`config.mk`:
```
export PLATFORM = sky130hd
export DESIGN_NAME = alu_rr_arbiter_flat
export DESIGN_NICKNAME = d
export VERILOG_FILES = /design/src/rtl/alu_rr_arbiter_if.sv /design/src/rtl/alu_rr_arbiter.sv /design/src/flat_wrapper.sv
export SDC_FILE = /design/constraint.sdc
export NUM_CORES = 1
export LEC_CHECK = 0
export CAP_MARGIN = 20
export CORE_MARGIN = 2
export CORE_UTILIZATION = 35
export CTS_BUF_LIST = sky130_fd_sc_hd__clkbuf_2
export CTS_CLUSTER_SIZE = 14
export DETAILED_ROUTE_END_ITERATION = 12
export GPL_ROUTABILITY_DRIVEN = 0
export PLACE_DENSITY = 0.63
export SKIP_CTS_REPAIR_TIMING = 1
export SYNTH_ARGS = -nofsm -noshare
export SYNTH_HDL_FRONTEND = slang
export SYNTH_SLANG_ARGS = --single-unit
export TNS_END_PERCENT = 100
```
`constraint.sdc`:
```
create_clock -name clk -period 2.4 [get_ports clk]
set_input_delay 0.48 -clock clk [delete_from_list [all_inputs] [get_ports clk]]
set_output_delay 0.48 -clock clk [all_outputs]
set_load 0.01 [all_outputs]
```
`src/rtl/alu_rr_arbiter_if.sv`:
```
// ============================================================================
// Module   : alu_rr_arbiter_if
// Purpose  : Requester and response channel bundle for alu_rr_arbiter.
// Revision : 1.0 - initial release
// ============================================================================
`default_nettype none

interface alu_rr_arbiter_if #(
  parameter int NREQ = 4
);
  localparam int IDW = $clog2(NREQ);

  logic [NREQ-1:0]   req_valid;
  logic [NREQ-1:0]   req_ready;
  logic [NREQ*4-1:0] req_a;
  logic [NREQ*4-1:0] req_b;
  logic [NREQ*2-1:0] req_f;

  logic              rsp_valid;
  logic              rsp_ready;
  logic [IDW-1:0]    rsp_id;
  logic [3:0]        rsp_y;
  logic              rsp_zero;
  logic              rsp_carry;
  logic              rsp_ovf;
  logic              rsp_neg;

  modport master (
    output req_valid, req_a, req_b, req_f, rsp_ready,
    input  req_ready, rsp_valid, rsp_id, rsp_y, rsp_zero, rsp_carry, rsp_ovf, rsp_neg
  );

  modport slave (
    input  req_valid, req_a, req_b, req_f, rsp_ready,
    output req_ready, rsp_valid, rsp_id, rsp_y, rsp_zero, rsp_carry, rsp_ovf, rsp_neg
  );
endinterface

`default_nettype wire

```
`src/rtl/alu_rr_arbiter.sv`:
```
// ============================================================================
// Module   : alu_rr_arbiter
// Purpose  : Round-robin arbiter sharing one 4-bit ALU among NREQ requesters.
//            Define ARB_FIXED_PRIO_EN for lowest-index-wins arbitration.
// Revision : 1.0 - initial release
// ============================================================================
`default_nettype none

module alu_rr_arbiter #(
  parameter int NREQ = 4
) (
  input  logic                  clk,
  input  logic                  rst_n,
  alu_rr_arbiter_if.slave       bus
);
  localparam int IDW = $clog2(NREQ);

  localparam logic [1:0] c_op_add = 2'b00;
  localparam logic [1:0] c_op_sub = 2'b01;
  localparam logic [1:0] c_op_and = 2'b10;

  typedef enum logic [1:0] {
    IDLE = 2'd0,
    EXEC = 2'd1,
    RESP = 2'd2
  } state_e;

  state_e         state_q, state_d;
  logic           rsp_valid_d, rsp_valid_q;
  logic [3:0]     a_q, b_q;
  logic [1:0]     f_q;
  logic [IDW-1:0] id_q;
  logic [IDW-1:0] rsp_id_q;
  logic [3:0]     rsp_y_q;
  logic           rsp_zero_q, rsp_carry_q, rsp_ovf_q, rsp_neg_q;

  logic [IDW-1:0] grant_idx;
  logic           grant_any;
  logic           can_grant;
  logic           accept;

  // ---------------------------------------------------------------- grant
`ifdef ARB_FIXED_PRIO_EN
  always_comb begin
    grant_idx = '0;
    grant_any = 1'b0;
    for (int i = NREQ - 1; i >= 0; i--) begin
      if (bus.req_valid[i]) begin
        grant_idx = IDW'(i);
        grant_any = 1'b1;
      end
    end
  end
`else
  logic [IDW-1:0] last_q;

  // Search starts just after the last winner so every requester gets a turn.
  always_comb begin
    grant_idx = '0;
    grant_any = 1'b0;
    for (int k = 1; k <= NREQ; k++) begin
      if (!grant_any && bus.req_valid[(int'(last_q) + k) % NREQ]) begin
        grant_idx = IDW'((int'(last_q) + k) % NREQ);
        grant_any = 1'b1;
      end
    end
  end

  always_ff @(posedge clk or negedge rst_n) begin
    if (!rst_n) begin
      last_q <= IDW'(NREQ - 1);
    end else if (accept) begin
      last_q <= grant_idx;
    end
  end
`endif

  assign can_grant     = (state_q == IDLE) || ((state_q == RESP) && bus.rsp_ready);
  assign accept        = rst_n && grant_any && can_grant;
  assign bus.req_ready = accept ? ({{(NREQ-1){1'b0}}, 1'b1} << grant_idx) : '0;

  // ---------------------------------------------------------------- ALU
  logic [3:0] alu_b;
  logic [4:0] alu_sum;
  logic [3:0] alu_y;
  logic       alu_carry, alu_ovf;

  // Subtract as A + ~B + 1 so carry-out reads as "no borrow".
  assign alu_b   = (f_q == c_op_sub) ? ~b_q : b_q;
  assign alu_sum = {1'b0, a_q} + {1'b0, alu_b} + {4'b0000, (f_q == c_op_sub)};

  always_comb begin
    alu_y     = alu_sum[3:0];
    alu_carry = 1'b0;
    alu_ovf   = 1'b0;
    case (f_q)
      c_op_add, c_op_sub: begin
        alu_carry = alu_sum[4];
        alu_ovf   = (a_q[3] == alu_b[3]) && (alu_sum[3] != a_q[3]);
      end
      c_op_and: alu_y = a_q & b_q;
      default:  alu_y = a_q | b_q;
    endcase
  end

  // ---------------------------------------------------------------- FSM
  always_comb begin
    state_d     = state_q;
    rsp_valid_d = rsp_valid_q;
    case (state_q)
      IDLE: begin
        if (accept) state_d = EXEC;
      end
      EXEC: begin
        state_d     = RESP;
        rsp_valid_d = 1'b1;
      end
      RESP: begin
        if (bus.rsp_ready) begin
          rsp_valid_d = 1'b0;
          state_d     = accept ? EXEC : IDLE;
        end
      end
      default: begin
        state_d     = IDLE;
        rsp_valid_d = 1'b0;
      end
    endcase
  end

  always_ff @(posedge clk or negedge rst_n) begin
    if (!rst_n) begin
      state_q     <= IDLE;
      rsp_valid_q <= 1'b0;
    end else begin
      state_q     <= state_d;
      rsp_valid_q <= rsp_valid_d;
    end
  end

  always_ff @(posedge clk or negedge rst_n) begin
    if (!rst_n) begin
      a_q  <= '0;
      b_q  <= '0;
      f_q  <= '0;
      id_q <= '0;
    end else if (accept) begin
      a_q  <= bus.req_a[4*int'(grant_idx) +: 4];
      b_q  <= bus.req_b[4*int'(grant_idx) +: 4];
      f_q  <= bus.req_f[2*int'(grant_idx) +: 2];
      id_q <= grant_idx;
    end
  end

  // Response fields load only in EXEC, so they stay frozen while RESP stalls.
  always_ff @(posedge clk or negedge rst_n) begin
    if (!rst_n) begin
      rsp_id_q    <= '0;
      rsp_y_q     <= '0;
      rsp_zero_q  <= 1'b0;
      rsp_carry_q <= 1'b0;
      rsp_ovf_q   <= 1'b0;
      rsp_neg_q   <= 1'b0;
    end else if (state_q == EXEC) begin
      rsp_id_q    <= id_q;
      rsp_y_q     <= alu_y;
      rsp_zero_q  <= (alu_y == 4'd0);
      rsp_carry_q <= alu_carry;
      rsp_ovf_q   <= alu_ovf;
      rsp_neg_q   <= alu_y[3];
    end
  end

  assign bus.rsp_valid = rsp_valid_q;
  assign bus.rsp_id    = rsp_id_q;
  assign bus.rsp_y     = rsp_y_q;
  assign bus.rsp_zero  = rsp_zero_q;
  assign bus.rsp_carry = rsp_carry_q;
  assign bus.rsp_ovf   = rsp_ovf_q;
  assign bus.rsp_neg   = rsp_neg_q;

endmodule

`default_nettype wire
```
`src/flat_wrapper.sv`:
```
// flat-port wrapper written by rule: the top's interface ports become plain ports
module alu_rr_arbiter_flat 
#(
  parameter int NREQ = 4
)
  (clk, rst_n, bus_req_valid, bus_req_a, bus_req_b, bus_req_f, bus_rsp_ready, bus_req_ready, bus_rsp_valid, bus_rsp_id, bus_rsp_y, bus_rsp_zero, bus_rsp_carry, bus_rsp_ovf, bus_rsp_neg);
  alu_rr_arbiter_if #(.NREQ(NREQ)) bus_i ();
  input  logic clk;
  input  logic rst_n;
  input wire logic [$bits(bus_i.req_valid)-1:0] bus_req_valid;
  input wire logic [$bits(bus_i.req_a)-1:0] bus_req_a;
  input wire logic [$bits(bus_i.req_b)-1:0] bus_req_b;
  input wire logic [$bits(bus_i.req_f)-1:0] bus_req_f;
  input wire logic [$bits(bus_i.rsp_ready)-1:0] bus_rsp_ready;
  output wire logic [$bits(bus_i.req_ready)-1:0] bus_req_ready;
  output wire logic [$bits(bus_i.rsp_valid)-1:0] bus_rsp_valid;
  output wire logic [$bits(bus_i.rsp_id)-1:0] bus_rsp_id;
  output wire logic [$bits(bus_i.rsp_y)-1:0] bus_rsp_y;
  output wire logic [$bits(bus_i.rsp_zero)-1:0] bus_rsp_zero;
  output wire logic [$bits(bus_i.rsp_carry)-1:0] bus_rsp_carry;
  output wire logic [$bits(bus_i.rsp_ovf)-1:0] bus_rsp_ovf;
  output wire logic [$bits(bus_i.rsp_neg)-1:0] bus_rsp_neg;
  assign bus_i.req_valid = bus_req_valid;
  assign bus_i.req_a = bus_req_a;
  assign bus_i.req_b = bus_req_b;
  assign bus_i.req_f = bus_req_f;
  assign bus_i.rsp_ready = bus_rsp_ready;
  assign bus_req_ready = bus_i.req_ready;
  assign bus_rsp_valid = bus_i.rsp_valid;
  assign bus_rsp_id = bus_i.rsp_id;
  assign bus_rsp_y = bus_i.rsp_y;
  assign bus_rsp_zero = bus_i.rsp_zero;
  assign bus_rsp_carry = bus_i.rsp_carry;
  assign bus_rsp_ovf = bus_i.rsp_ovf;
  assign bus_rsp_neg = bus_i.rsp_neg;
  alu_rr_arbiter #(.NREQ(NREQ)) u_core (.clk(clk), .rst_n(rst_n), .bus(bus_i));
endmodule
```
==> out/results.txt <==
outcome = finished, final reports clean
Post-synth EDFFs = 0
GRT overflow = 0
global-route wire length before repair = 7.42 mm
vias in the first global route = 1,617
final hold violation count = 0
DP Cell Count = 337
commonest cells after routing, fill and taps aside = clkdlybuf4s50_1, nand2_1, buf_4
Vias/cell = 4.88
WHS Endpoint = u_core.bus.rsp_id[0]
reg2reg path depth = 8
Synth Instances = 196
CP Class = flop to output pin
CTS clk-pin slew, worst paths = 0.23 ns
worst skew pair latency = 0.34 ns
layout cell share with drive strength beyond 1 = 21.3%
Worst-Margin Slew = 0.476 ns
drt pass-1 iters = 4
cell taking the most area after synthesis = dfrtp_1
chip width = 76.6 um
maximum clock insertion buffer count = 2
Slew Viols, Final = 0
Leakage = 1.21 nW
initial antenna violation count = 0
num rows = 26
Num CTS Buffers = 3
Post-Synthesis Net Count = 249
Total Nets Final = 331
r2r setup slk = 0.24 ns
RSZ-0062 raised after global routing = true
Cell Count, Final, Fillers Out = 347
WHS Path Cells = 2
dpl ws = -0.551 ns
Final ANT Viol Nets = 0
IO Count = 62
asr flop ratio synth = 100%
fillers = 516
Arrival @ worst endpoint = 1.86 ns
Distinct cells, synth = 44
most common cell after layout, fill and taps aside = clkdlybuf4s50_1
Die ar. = 0.00587 mm^2
reg-to-reg endpoint = u_core.bus.rsp_y[3]
Port Buffers = 61
Worst slew margin = 68.0%
Most used DFF post-synth = dfrtp_1
Clk pwr share = 6.5%
switching power total = 1.08 mW
Max Freq = 427 MHz
clock sink total = 26
final worst-path setup slack = 0.0580 ns
pin count of the biggest net entering global routing = 27
power consumption = 2.62 mW
final worst path period need = 2.34 ns
Worst setup EP type = output pin
Hold Path Class = flop to flop
Iter 0 DRT Violations = 44
Worst setup SP type = flop
final hold slack = 0.504 ns
Layout area overhead = 47.4%
max cap viols = 0
Post-Syn Area = 0.00185 mm^2
final wirelength = 4.56 mm
yosys warns = 0
fin crit share = 97.6%
core box area = 0.00511 mm^2
Cell Int Power = 1.54 mW
Synth top area share = 32.5%
Seq cells post-synth = 26
HPWL Detailed = 3.62 mm
worst clock skew = 0.00971 ns
Sw Share = 41.3%
GRT Util Overall = 15.4%
worst vdd ir = 0.000366 V
Worst Hold Launch = u_core.bus.rsp_id[0]
Die Y-Extent = 76.6 um
Avg WL per Cell = 13.1 um
top cells by area, synth = dfrtp_1, nand2_1, mux2i_1
FF-to-FF Start = u_core.f_q[1]
CP required = 1.92 ns
# DRC = 0
DR vias = 1,695
Avg Inst Size Synth = 9.42 um^2
CTS root buf = clkbuf_2
Worst Path Max Fanout = 5
Initial Util = 36.2%
Inserted Diodes = 0
Gate power share = 63.4%
Sequential Power Share = 30.1%
Pwr Density = 964 mW/mm^2
CTS tree = done
htree depth = 1
register area share after synthesis = 35.4%
Final setup viols = 0
Core Util, Final = 53.3%
-- registers in the layout (all words and copies together) (netlist names), 2 cells and up --
signal,cells
u_core.last_q,2
u_core.f_q,2
u_core.state_q,2
u_core.id_q,2
u_core.bus.rsp_id,2
u_core.bus.rsp_y,4
u_core.a_q,4
u_core.b_q,4
-- power by group through the flow --
stage               combinational [mW]  clock [mW]  sequential [mW]
finish                            1.66       0.170            0.791
global route                      1.86       0.197            0.826
CTS                               1.64       0.174            0.788
detailed placement                1.64           0            0.798
global placement                  1.61           0            0.791
floorplan                         1.11           0            0.790
-- logic make-up (layout without fill, tap and decap cells) --
family | after synthesis | after routing | synth area share (%)
and+or+nand+nor | 67 | 67 | 20.4
buffers and inverters | 19 | 99 | 5.69
adders and majority gates | 7 | 7 | 5.01
AOI/OAI and AO/OA | 59 | 60 | 24.1
muxes | 12 | 12 | 6.57
DFF | 26 | 26 | 35.4
xor gates and xnor gates | 6 | 6 | 2.85
-- metrics by stage --
stage,TNS (ns),instance area (um^2)
finish,0,2720
global route,-0.197,2720
CTS,-2.06,2650
detailed placement,-2.09,2630
global placement,-1.94,2630
floorplan,0,1850
-- area by class of cell --
cell class | instances | area, um^2 | share of cell area (%)
multi-input cells | 152 | 1130 | 41.4
inverters | 8 | 30.0 | 1.10
clock buffers | 4 | 20.0 | 0.736
well taps | 70 | 87.6 | 3.22
repair buffers | 87 | 802 | 29.5
flip-flops and latches | 26 | 654 | 24.0
-- cells in the mapped netlist, types with 2 or more instances --
cell type	instances
xnor2_1	6
mux2i_1	11
buf_6	3
o21ai_0	19
nand2b_1	5
dfstp_2	2
buf_4	3
and2_1	2
o21ai_1	3
o21a_1	3
nand2_1	30
ha_1	5
o221ai_1	3
inv_1	7
nor2_1	7
and4_1	10
o31a_1	10
o211ai_1	2
clkbuf_1	5
o211ai_2	5
o31ai_1	2
nand3_1	2
nor2b_1	3
a21oi_1	5
dfrtp_1	24
-- routing by layer --
layer  vias to the layer above  track usage [%]  part of all wire [%]
met5                         -                0                     0
met1                       776             20.7                    45
met4                         0             4.91                  0.64
met3                         2             1.66                   3.5
met2                        39             25.8                    51
li1                        878                -                     -
-- worst max-delay path, stage by stage (launching register included) --
cell and delay (ns):
dfstp_2 0.62, nor2b_4 0.05, buf_6 0.11, o21a_4 0.20, nor3_4 0.26, and2_1 0.16, buf_2 0.12
-- worst max path at each step --
stage / startpoint / slack [ns] / to
final: u_core.last_q[0] / 0.06 / bus_req_ready[0]
after global routing: u_core.last_q[0] / -0.08 / bus_req_ready[0]
after CTS: bus_req_valid[0] / -0.55 / bus_req_ready[1]
after detailed placement: bus_req_valid[3] / -0.55 / bus_req_ready[1]
after global placement: bus_req_valid[1] / -0.52 / bus_req_ready[1]
after floorplan: bus_req_valid[2] / 0.30 / bus_req_ready[0]
(Power assumes the default switching activity.)
